`src/rtl/alu_sequencer.sv`:
```
// Multi-cycle fetch/decode/execute controller for the 8-bit accumulator machine.
// Optional single-step gating of instruction fetch is enabled by defining SEQ_STEP_EN.
module alu_sequencer #(
    parameter logic [4:0] RESET_PC  = 5'd0,
    parameter logic [7:0] ACC_RESET = 8'h00
) (
    input  logic       clk_i,
    input  logic       reset_i,
    input  logic       start_i,
`ifdef SEQ_STEP_EN
    input  logic       step_i,
`endif
    output logic       busy_o,
    output logic       halted_o,
    output logic       imem_req_o,
    output logic [4:0] imem_addr_o,
    input  logic       imem_ack_i,
    input  logic [7:0] imem_data_i,
    output logic [2:0] rf_raddr_o,
    input  logic [7:0] rf_rdata_i,
    output logic       rf_we_o,
    output logic [2:0] rf_waddr_o,
    output logic [7:0] rf_wdata_o,
    output logic [7:0] alu_a_o,
    output logic [7:0] alu_b_o,
    output logic [1:0] alu_ctrl_o,
    input  logic [7:0] alu_result_i,
    output logic [7:0] acc_o,
    output logic [4:0] pc_o
);

    typedef enum logic [2:0] {
        StIdle,
        StFetch,
        StDecode,
        StExec,
        StHalt
    } state_e;

    typedef enum logic [2:0] {
        OpAdd,
        OpNand,
        OpBz,
        OpSlt,
        OpLda,
        OpSta,
        OpLdi,
        OpHalt
    } op_e;

    state_e     state_q, state_d;
    logic [4:0] pc_q, pc_d;
    logic [7:0] ir_q, ir_d;
    logic [7:0] acc_q, acc_d;
    logic [7:0] opnd_q, opnd_d;
    logic       fetch_go;
    op_e        op;

    assign op = op_e'(ir_q[7:5]);

`ifdef SEQ_STEP_EN
    // Set by a step pulse seen in FETCH, consumed by the fetch handshake.
    logic armed_q, armed_d;

    assign fetch_go = armed_q;

    always_comb begin
        armed_d = armed_q;
        if (state_q == StFetch) begin
            if (armed_q && imem_ack_i) begin
                armed_d = 1'b0;
            end else if (!armed_q && step_i) begin
                armed_d = 1'b1;
            end
        end
    end

    always_ff @(posedge clk_i or posedge reset_i) begin
        if (reset_i) begin
            armed_q <= 1'b0;
        end else begin
            armed_q <= armed_d;
        end
    end
`else
    assign fetch_go = 1'b1;
`endif

    always_comb begin
        state_d    = state_q;
        pc_d       = pc_q;
        ir_d       = ir_q;
        acc_d      = acc_q;
        opnd_d     = opnd_q;
        busy_o     = 1'b0;
        halted_o   = 1'b0;
        imem_req_o = 1'b0;
        rf_raddr_o = 3'd0;
        rf_we_o    = 1'b0;
        rf_waddr_o = 3'd0;
        alu_ctrl_o = 2'b00;

        unique case (state_q)
            StIdle, StHalt: begin
                halted_o = (state_q == StHalt);
                if (start_i) begin
                    state_d = StFetch;
                    pc_d    = RESET_PC;
                end
            end
            StFetch: begin
                busy_o     = 1'b1;
                imem_req_o = fetch_go;
                if (fetch_go && imem_ack_i) begin
                    ir_d    = imem_data_i;
                    state_d = StDecode;
                end
            end
            StDecode: begin
                busy_o     = 1'b1;
                rf_raddr_o = ir_q[2:0];
                // BZ and LDI carry an immediate; everything else reads the register file.
                if (op == OpLdi || op == OpBz) begin
                    opnd_d = {3'b000, ir_q[4:0]};
                end else begin
                    opnd_d = rf_rdata_i;
                end
                state_d = StExec;
            end
            StExec: begin
                busy_o  = 1'b1;
                pc_d    = pc_q + 5'd1;
                state_d = StFetch;
                if (!ir_q[7]) begin
                    alu_ctrl_o = ir_q[6:5];
                end
                case (op)
                    OpAdd, OpNand, OpSlt: acc_d = alu_result_i;
                    OpBz: begin
                        if (acc_q == 8'h00) begin
                            pc_d = alu_result_i[4:0];
                        end
                    end
                    OpLda, OpLdi: acc_d = opnd_q;
                    OpSta: begin
                        rf_we_o    = 1'b1;
                        rf_waddr_o = ir_q[2:0];
                    end
                    OpHalt: begin
                        pc_d    = pc_q;
                        state_d = StHalt;
                    end
                    default: state_d = StFetch;
                endcase
            end
            default: state_d = StIdle;
        endcase
    end

    always_ff @(posedge clk_i or posedge reset_i) begin
        if (reset_i) begin
            state_q <= StIdle;
            pc_q    <= RESET_PC;
            ir_q    <= 8'h00;
            acc_q   <= ACC_RESET;
            opnd_q  <= 8'h00;
        end else begin
            state_q <= state_d;
            pc_q    <= pc_d;
            ir_q    <= ir_d;
            acc_q   <= acc_d;
            opnd_q  <= opnd_d;
        end
    end

    assign imem_addr_o = pc_q;
    assign pc_o        = pc_q;
    assign acc_o       = acc_q;
    assign alu_a_o     = acc_q;
    assign alu_b_o     = opnd_q;
    assign rf_wdata_o  = acc_q;

endmodule

```
`config.mk`:
```
export PLATFORM = sky130hd
export DESIGN_NAME = alu_sequencer
export DESIGN_NICKNAME = d
export VERILOG_FILES = /design/src/rtl/alu_sequencer.sv
export SDC_FILE = /design/constraint.sdc
export NUM_CORES = 1
export LEC_CHECK = 0
export CAP_MARGIN = 20
export CELL_PAD_IN_SITES_DETAIL_PLACEMENT = 1
export CELL_PAD_IN_SITES_GLOBAL_PLACEMENT = 1
export CORE_UTILIZATION = 33
export CTS_BUF_LIST = sky130_fd_sc_hd__clkbuf_8
export DETAILED_ROUTE_END_ITERATION = 7
export GPL_ROUTABILITY_DRIVEN = 0
export PLACE_DENSITY_LB_ADDON = 0.05
export SLEW_MARGIN = 0
export SYNTH_ARGS = -nofsm -noshare
export SYNTH_HDL_FRONTEND = slang
export SYNTH_SLANG_ARGS = --single-unit
```
`constraint.sdc`:
```
create_clock -name clk_i -period 3.8 [get_ports clk_i]
set_input_delay 0.76 -clock clk_i [delete_from_list [all_inputs] [get_ports clk_i]]
set_output_delay 0.76 -clock clk_i [all_outputs]
set_load 0.005 [all_outputs]
```
== Word-level counts from Yosys, hierarchy flattened ==
Index checks and enable logic that the tools add are counted.

* Reductions and logical operators: 14
* $add $sub $neg: 1
* Mux-type cells: 20
* Equal/unequal tests: 14

{| class="wikitable"
|+ Operators with widths
! operator !! number
|-
| $pmux W5 S2 || 2
|-
| $mux W3 || 6
|-
| $pmux W8 S2 || 1
|-
| $eq A3 B3 Y1 const B || 5
|-
| $eq A3 B2 Y1 const B || 4
|-
| $pmux W3 S4 || 1
|-
| $mux W5 || 2
|-
| $logic_not A8 Y1 || 1
|-
| $mux W8 || 1
|-
| $eq A3 B1 Y1 const B || 2
|-
| $logic_not A3 Y1 || 2
|-
| $ne A2 B2 Y1 const B || 3
|-
| $reduce_and A2 Y1 || 3
|-
| $reduce_or A3 Y1 || 2
|-
| $add A5 B1 Y5 const B || 1
|-
| $mux W1 || 5
|-
| $mux W2 || 2
|-
| $reduce_bool A2 Y1 || 2
|-
| $reduce_or A2 Y1 || 2
|-
| $reduce_and A3 Y1 || 1
|-
| $logic_or A1 B1 Y1 || 1
|}

* Output and inout bits: 54
* Input bits: 28
* Register bits after elaboration: 32
* Logic and storage cells: 54

== Longest topological paths before layout ==
* Depth in word-level cells: 4
* Gate-level depth with buffers: 6
* Mapped depth without buffers: 4

== Least setup slack after synthesis ==
No wires, ideal clock.

* Path type: reg-to-output
* Start: reg state_q[2]
* End: out rf_waddr_o[0]
* Slack: 1.899 ns
* Path buffers: 1
* Stages on the path, launching flop included: 6
* Data arrival time: 1.141 ns
* Cell sequence: dfrtp_1 buf_2 inv_1 nand3_1 nor3_1 and2_1

* Cells in the longest elaborated chain, start to end: 2

{| class="wikitable"
|+ RTL lines
! element !! RTL line !! RTL
|-
| from (decl) || 51 || <nowiki>state_e state_q, state_d;</nowiki>
|-
| from (signal assigned) || 162 || <nowiki>state_q <= StIdle;</nowiki>
|-
| from (signal assigned) || 168 || <nowiki>state_q <= state_d;</nowiki>
|-
| $eq A3 B2 Y1 || 103 || <nowiki>unique case (state_q)</nowiki>
|-
| $mux W3 || 103 ||
|-
| to (decl) || 22 || <nowiki>output logic [2:0] rf_waddr_o,</nowiki>
|}

No other way between the ends.

== Worst setup path after layout ==
* Start: reg state_q[2]
* End: out rf_waddr_o[2]

Same word-level chain as after synthesis.

==> impl_metrics.yaml <==
run_status:
  status: "completed"
synthesis:
  yosysTopAreaCell: "dfrtp_1"
  synthTopCellsByCount: "32 x dfrtp_1, 22 x buf_4, 14 x nand2_1, 13 x nor2_1, 12 x nand3_1"
  ys.warnings.count: 0
  ys_types: 32
  syn-instance-count: 182
  synth.most_common_cell: "dfrtp_1"
  synth_top_area_share_pct: 45.0
  syn-cell-area_um2: 1780
  ys_seq_area_share_pct: 45.0
  synth-main-ff-cell: "dfrtp_1"
  synth_edf_count: 0
  synth_area_leaders: "dfrtp_1 45%, buf_4 9.3%, mux2i_1 6.2%"
  synth_seq_cells: 32
  syn_area_per_cell_um2: 9.78
  synth_fp_nets: 211
  synthArstFlopShare_pct: 100
clocking:
  postCtsResizedCells: 0
  cts_hold_buffers: 0
  htreeDepth: 2
  cts-buffers-inserted: 5
  cts.repair_timing.setup_buffer_count: 0
  clkLatencyLatePin_ns: 0.28
  clk_path_buf_depth: 2
  clk_pin_slew_ns: 0.06
  clock-sinks: 32
  cts_tree: "done"
  cts-root-buf: "clkbuf_8"
layout:
  diodes: 0
  design_area_um2: 2580
  nets: 272
  synthToLayoutAreaGrowth_pct: 45.1
  fill_cells: 587
  multi_input_area_um2: 753
  drive_gt1_share_pct: 8.61
  ff_latch_area_um2: 801
pwr:
  pwr-share-clk_pct: 13.8
  combPwrFrac_pct: 51.6
  p_per_area_nw_per_um2: 765
  p_leak_uw: 0.00108
  vdd_ir_drop_max_mv: 0.271
  finalPower_uw: 1980
  p_sw_uw: 714
  power.internal_uw: 1260
  swShare_pct: 36.1
  seqPwrFrac_pct: 34.5
floorplan:
  die_h_um: 75.4
  io-pin-count: 82
  core_um2: 5140
  die_w_um: 75.4
  dieArea_um2: 5690
  initial_core_util_pct: 34.6
  num_rows: 26
worst_setup_path:
  worstPathArrival_ns: 2.03
  worstSetupPathType: "reg -> out"
  ff2ff_setup_slack_ns: 1.63
  cp_max_fo: 9
  required_ns: 3.04
  cp-end-kind: "output port"
  crit_path_start_kind: "register"
timing:
  worstMarginPinSlew_ns: 1.01
  clock_skew_ns: 0.00959
  drv_slew: 0
  fmax_mhz: 358
  layout_min_cycle_time_ns: 2.79
  timing.setup.tns_ns: 0
  grt_setup_unrepaired: "false"
  fin_ws_ns: 1.01
  setup_violations: 0
  whs_ns: 0.512
  hold_viol: 0
  fin_crit_sh_pct: 73.4
  relSlewSlack_pct: 32.6
routing:
  dr.first_iter.drc_count: 38
  wl_per_cell_um: 15.2
  vias: 1523
  drtAntennaViolNets: 0
  drc_errors: 0
  routed_wl_um: 4770
  viasPerCell: 4.85
  drtPass1Iterations: 4
place:
  pre_cts_slack_ns: 1.29
  dp_hpwl_um: 3670
  place_area_um2: 2490
  io_buffers: 81
grt:
  overflow: 0
  grt_start_max_net_pins: 33
  track_usage_pct: 17.8
  grt_pass1_wl_um: 7330
  grt_pass1_vias: 1509
  antenna_found_initial: 0
run:
  cap_violations: 0
worst_hold_path:
  hp-class: "reg -> reg"
## per-stage QoR
stage / std cells / utilization [%]
after floorplan: 182 / -
after global placement: 306 / 48.4
after detailed placement: 306 / 48.4
after CTS: 314 / 50.2
after global routing: 314 / 50.2
final: 314 / 50.2
## final timing paths
kind | start | end | depth (start not counted)
worst max-delay path | state_q[2] | rf_waddr_o[2] | 5
worst min register to register | ir_q[4] | ir_q[4] | 1
max in group asynchronous | reset_i | ir_q[3] | 3
min in group asynchronous | reset_i | imem_addr_o[3] | 3
worst min-delay path | ir_q[4] | ir_q[4] | 1
worst max register to register | ir_q[5] | acc_o[1] | 3
## per-layer routing
layer	GRT usage, %	part of all wire [%]	vias to the layer above
met3	4.63	6.4	5
met1	22.9	45	721
met4	7.41	1.5	0
li1	-	-	736
met5	0	0	-
met2	28.5	47	61
## power by group through the flow
stage          Combinational (µW)  Clock (µW)  Sequential, µW
6_report                     1020         273             682
5_1_grt                      1130         295             713
4_1_cts                      1040         282             686
3_5_place_dp                 1030           0             694
3_3_place_gp                 1000           0             677
2_1_floorplan                 600           0             649
## worst max-delay path, cell delays in order (launching register included)
cell and delay (ns):
dfrtp_1 0.48, inv_1 0.11, nand3_1 0.15, nor3_1 0.33, and2_1 0.18, clkdlybuf4s50_1 0.50
## layout by cell type, fill, tap and decap left out, types with 3 or more instances in the layout
cell	count
nor2_1	13
o21ai_0	11
clkdlybuf4s50_1	81
clkbuf_8	6
or4_1	3
nand3_1	12
a21oi_1	10
dfrtp_1	32
inv_1	6
a32oi_1	3
nand2_1	14
mux2i_1	11
nand2b_1	4
and2_1	7
mux2_2	8
## cell type report
type	count	area share (%)
sequential	32	31.0
clock buffer	6	3.20
inverter	6	0.872
timing repair buffer	83	32.0
clock inverter	2	0.388
multi-input combinational	115	29.2
tap	70	3.39
## registers in the layout, indices dropped and copies added (netlist names)
name	count
alu_b_o	8
state_q	3
ir_q	8
imem_addr_o	5
acc_o	8
## cells by family after synthesis
| logic type | Yosys count | synth area share [%] |
|---|---|---|
| AOI/OAI and AO/OA | 30 | 9.85 |
| adders and majority gates | 1 | 0.703 |
| buffers and inverters | 35 | 12.7 |
| DFF | 32 | 45.0 |
| muxes | 19 | 11.3 |
| and+or+nand+nor | 65 | 20.5 |
No activity file was read; power rests on OpenSTA's default activity.
==> RTL edit 1, RTL diff (config.mk and constraints unchanged) <==
Build with the macro `SEQ_STEP_EN` defined.
--- a/src/rtl/alu_sequencer.sv
+++ b/src/rtl/alu_sequencer.sv
@@ -1,5 +1,7 @@
 // Multi-cycle fetch/decode/execute controller for the 8-bit accumulator machine.
 // Optional single-step gating of instruction fetch is enabled by defining SEQ_STEP_EN.
+`define SEQ_STEP_EN
+
 module alu_sequencer #(
     parameter logic [4:0] RESET_PC  = 5'd0,
     parameter logic [7:0] ACC_RESET = 8'h00
Interface: changed (added step_i); port bits go from 82 to 83. The function was not compared with the original's and may differ.
==> RTL edit 1 against the unedited design <==
Worst setup slack improved by 0.050 ns; sequential cell count grew 1; synthesized area rose by 2.3%; count of clock-buffer cells in the layout up 1; highest routed layer unchanged; design area rose by 2.2%; power down 2.7%; die area up 2.2%; clock skew shrank 0.0048 ns; routed wire length increased by 1.8%.
==> RTL edit 1: results (changes against the unedited design) <==
stage;metric;value;unit;change
run_status;status;completed;;
logic_synthesis;synthTopCellsByArea;dfrtp_1 45%, buf_4 9.5%, mux2i_1 5.5%, mux2_2 5.0%, nand3_1 3.3%;;
finish;clk_share;3.84;%;+0.26 points
finish;buffers_excl_clock;84;;+1.2%
power;pg_clk;0.000295;W;+8.1%
cts;cts_sinks;33;;+3.1%
critical_path;crit_start;ir_q[7]$_DFFE_PP0P_;;
sta;fin_skew;0.00483;ns;-0.00477 ns
power;p_comb;0.000942;W;-8%
detailed_routing;initialDrtViolationCount;50;;+32%
finish;nNonClkInverters;5;;-1
logic_synthesis;yosys-top-cells-count;33 x dfrtp_1, 23 x buf_4, 14 x nand2_1;;
logic_synthesis;yosys.area_share.adder;0.688;%;-0.015 points
logic_synthesis;synth_compound_area_share;9.63;%;-0.22 points
min_path;hold_end;ir_q[3]$_DFFE_PP0P_;;
power;p_leak;1.12;nW;+2.9%
grt;use_met1;22.3;%;-0.58 points
power;switching_share;35.2;%;-0.91 points
place;dp_cells;308;;+0.65%
logic_synthesis;syn_nets;214;;+1.4%
grt;track_usage;17.5;%;-0.27 points
detailed_routing;wl_met1;2160;microns;about the same
finish;nClkBuffers;7;;+1
critical_path;path_max_fanout;9;;unchanged
critical_path;worst_r2r_path_depth;3;;unchanged
detailed_routing;avgViaCountPerCell;4.84;;-0.11%
finish;seq_area_share;31.3;%;+0.29 points
grt;antenna_found_initial;0;;unchanged
logic_synthesis;yosys.area_share.xor_xnor;0;%;unchanged
finish;drive_above_1_share;8.94;%;+0.34 points
place;numPortBuffers;82;;+1.2%
critical_path;crit_arrival;1.98;ns;-0.05 ns
grt;met2_usage;29.0;%;+0.54 points
detailed_routing;wl_per_cell;15.4;microns;+1.2%
grt;grt_start_max_net_pins;34;;+3.0%
grt;grt_use_met3;5.39;%;+0.76 points
logic_synthesis;seq_area_frac_synth;45.4;%;+0.38 points
place;dp_slack;1.38;ns;+0.0842 ns
finish;final-nonclk-buf-share;31.7;%;-0.30 points
logic_synthesis;yosys_warnings;0;;unchanged
min_path;worstHoldStart;ir_q[3]$_DFFE_PP0P_;;
sta;timing.final.ws_setup;1.06;ns;+0.0499 ns
grt;grt_pass1_wl;8050;microns;+9.9%
detailed_routing;wl_met3;298;microns;-2.9%
finish;multi_input_cells;116;;+0.87%
finish;fin_nets;275;;+1.1%
cts;cts_max_path_buffers;2;;unchanged
critical_path;r2r_end;acc_o[2]$_DFFE_PP0P_;;
cts;cts_resized;0;;unchanged
logic_synthesis;synthCells;184;;+1.1%
finish;stdcell_count;316;;+0.64%
finish;multi_input_area_share;29.2;%;about the same
sta;slew_headroom;31.9;%;-0.64 points
grt;first_global_vias;1583;;+4.9%
power;vdd_drop_max;0.269;mV;-0.78%
finish;fillers;592;;+0.85%
place;hpwl;3650;microns;-0.36%
critical_path;cp-endpoint;rf_waddr_o[0];;
logic_synthesis;muxShareOfSynthArea;10.5;%;-0.80 points
detailed_routing;wl_met2;2380;microns;+6.3%
==> RTL edit 1: cell count changes in the layout (fill, tap and decap cells not counted), sizes merged, moves of 2 or more <==
cell | before | now
o22ai | 2 | 0
nand2b | 4 | 2
nor3b | 2 | 5
a21o | 0 | 2
nor2 | 14 | 11
==> RTL edit 1: metrics by stage <==
| stage | hold slack, ns | power [W] | instance area, sq um |
|---|---|---|---|
| CTS | 0.531 | 0.00195 | 2640 |
| global route | 0.539 | 0.00207 | 2640 |
| finish | 0.527 | 0.00192 | 2640 |
| floorplan | 0.480 | 0.00121 | 1820 |
| global placement | 0.494 | 0.00161 | 2540 |
| detailed placement | 0.515 | 0.00165 | 2540 |
==> RTL edit 1: critical path, cell delays in order, from the launching register on <==
cell	delay [ns]
dfrtp_1	0.53
nand2_1	0.12
nor3_1	0.36
and2_1	0.19
clkdlybuf4s50_1	0.50
==> RTL edit 2, RTL diff (config.mk and constraints unchanged) <==
Without the edit above. The 5 states of `state_e` get a one-hot encoding in 5 bits.
--- a/src/rtl/alu_sequencer.sv
+++ b/src/rtl/alu_sequencer.sv
@@ -29,12 +29,12 @@
     output logic [4:0] pc_o
 );
 
-    typedef enum logic [2:0] {
-        StIdle,
-        StFetch,
-        StDecode,
-        StExec,
-        StHalt
+    typedef enum logic [4:0] {
+        StIdle   = 5'b00001,
+        StFetch  = 5'b00010,
+        StDecode = 5'b00100,
+        StExec   = 5'b01000,
+        StHalt   = 5'b10000
     } state_e;
 
     typedef enum logic [2:0] {
Behaviour: no difference found for any inputs over 10 cycles, from zero or initial values and one cycle with reset_i high; not proved beyond that.
==> RTL edit 2 against the unedited design <==
Hold slack better by 0.0066 ns; sequential share of layout area up 0.71 points; routed wire length down 2.1%; synthesized area up 5.8%; largest cell class is now registers; clock skew down 0.0012 ns; design area up 4.0%; highest routed layer unchanged; largest power group is now sequential cells; critical path depth unchanged; power down 31%; sequential cell count up 2; global-route usage down 0.96 points; worst setup slack worse by 0.45 ns; synthesized cell count up 2.7%.
==> RTL edit 2: results (changes against the unedited design) <==
stage;metric;value;unit;change
run_status;status;completed;;
critical_path;r2r_start;ir_q[7]$_DFFE_PP0P_;;
cts;cts_buffers;5;;unchanged
grt;track_usage;16.8;%;-0.96 points
logic_synthesis;yosys.area_share.xor_xnor;0.465;%;+0.47 points
sta;fin_skew;0.00837;ns;-0.00122 ns
sta;slew_headroom;46.2;%;+14 points
detailed_routing;routed_wl;4680;microns;-2.1%
finish;area_growth;42.7;%;
logic_synthesis;yosys.area_share.adder;0.664;%;-0.039 points
place;hpwl;3600;microns;-1.9%
finish;fin_nets;279;;+2.6%
critical_path;crit_arrival;2.48;ns;+0.45 ns
cts;clock_latency;0.28;ns;about the same
logic_synthesis;yosys-top-cells-count;33 x dfrtp_1, 21 x buf_4, 17 x mux2i_1;;
critical_path;path_max_fanout;6;;-3
detailed_routing;vias;1559;;+2.4%
place;dp_slack;0.851;ns;-0.442 ns
min_path;worstHoldStart;state_q[0]$_DFFE_PP1P_;;
grt;grt_start_max_net_pins;35;;+6.1%
power;vdd_drop_max;0.216;mV;-20%
finish;fillers;642;;+9.4%
detailed_routing;avgViaCountPerCell;4.83;;-0.49%
critical_path;crit_start;state_q[1]$_DFFE_PP0P_;;
logic_synthesis;syn_nets;216;;+2.4%
grt;grt_pass1_wl;7940;microns;+8.3%
power;p_leak;1.21;nW;+11%
logic_synthesis;ys_types;35;;+9.4%
logic_synthesis;synth_compound_area_share;8.50;%;-1.3 points
logic_synthesis;muxShareOfSynthArea;13.8;%;+2.6 points
logic_synthesis;seq_area_frac_synth;45.2;%;+0.24 points
logic_synthesis;synthTopCellsByArea;dfrtp_1 44%, mux2i_1 9.0%, buf_4 8.4%, mux2_2 4.8%, nand2_1 2.8%;;
detailed_routing;initialDrtViolationCount;43;;+13%
finish;drive_above_1_share;8.37;%;-0.24 points
place;place_area;2610;sq um;+4.7%
## RTL edit 2: cell types whose count changed in the layout (fill, tap and decap cells not counted), sizes merged, moves of 3 or more
| cell | delta |
|---|---|
| mux2i | +6 |
| nand3b | +3 |
| o21ai | -4 |
| or4 | -3 |
| nand3 | -3 |
| inv | +7 |
## RTL edit 2: where the power goes
group / switching, W / internal, W
Combinational: 0.000220 / 0.000315
Clock: 0.000122 / 0.000122
Sequential: 0.000118 / 0.000476
## RTL edit 2: cell type report
| class | count | share of cell area [%] |
|---|---|---|
| inverter | 10 | 1.40 |
| multi-input combinational | 117 | 30.1 |
| tap | 72 | 3.35 |
| timing repair buffer | 82 | 30.5 |
| clock buffer | 5 | 2.56 |
| clock inverter | 3 | 0.419 |
| sequential | 34 | 31.7 |
## RTL edit 2: routing by layer
layer  up-vias  share of wire [%]  global-route usage, %
met2        59                 46                   26.6
met5         -                  0                      0
li1        756                  -                      -
met4         0               0.94                   4.53
met1       738                 47                   22.6
met3         6                6.5                   4.47
## RTL edit 2: worst paths after layout
kind | endpoint | slack (ns) | depth (start not counted)
max | rf_waddr_o[2] | 0.56 | 5
min | state_q[0]$_DFFE_PP1P_ | 0.52 | 1
max reg2reg | imem_addr_o[0]$_DFFE_PP0P_ | 1.62 | 4
min reg2reg | state_q[0]$_DFFE_PP1P_ | 0.52 | 1
max in group asynchronous | state_q[0]$_DFFE_PP1P_ | 2.57 | 3
min in group asynchronous | ir_q[0]$_DFFE_PP0P_ | 0.88 | 3
## RTL edit 2: worst max-delay path: stages, from the launching register on
cell             delay [ns]
dfrtp_1                0.41
or4b_4                 0.56
nand2b_4               0.19
nor3_1                 0.35
and2_1                 0.18
clkdlybuf4s50_1        0.50
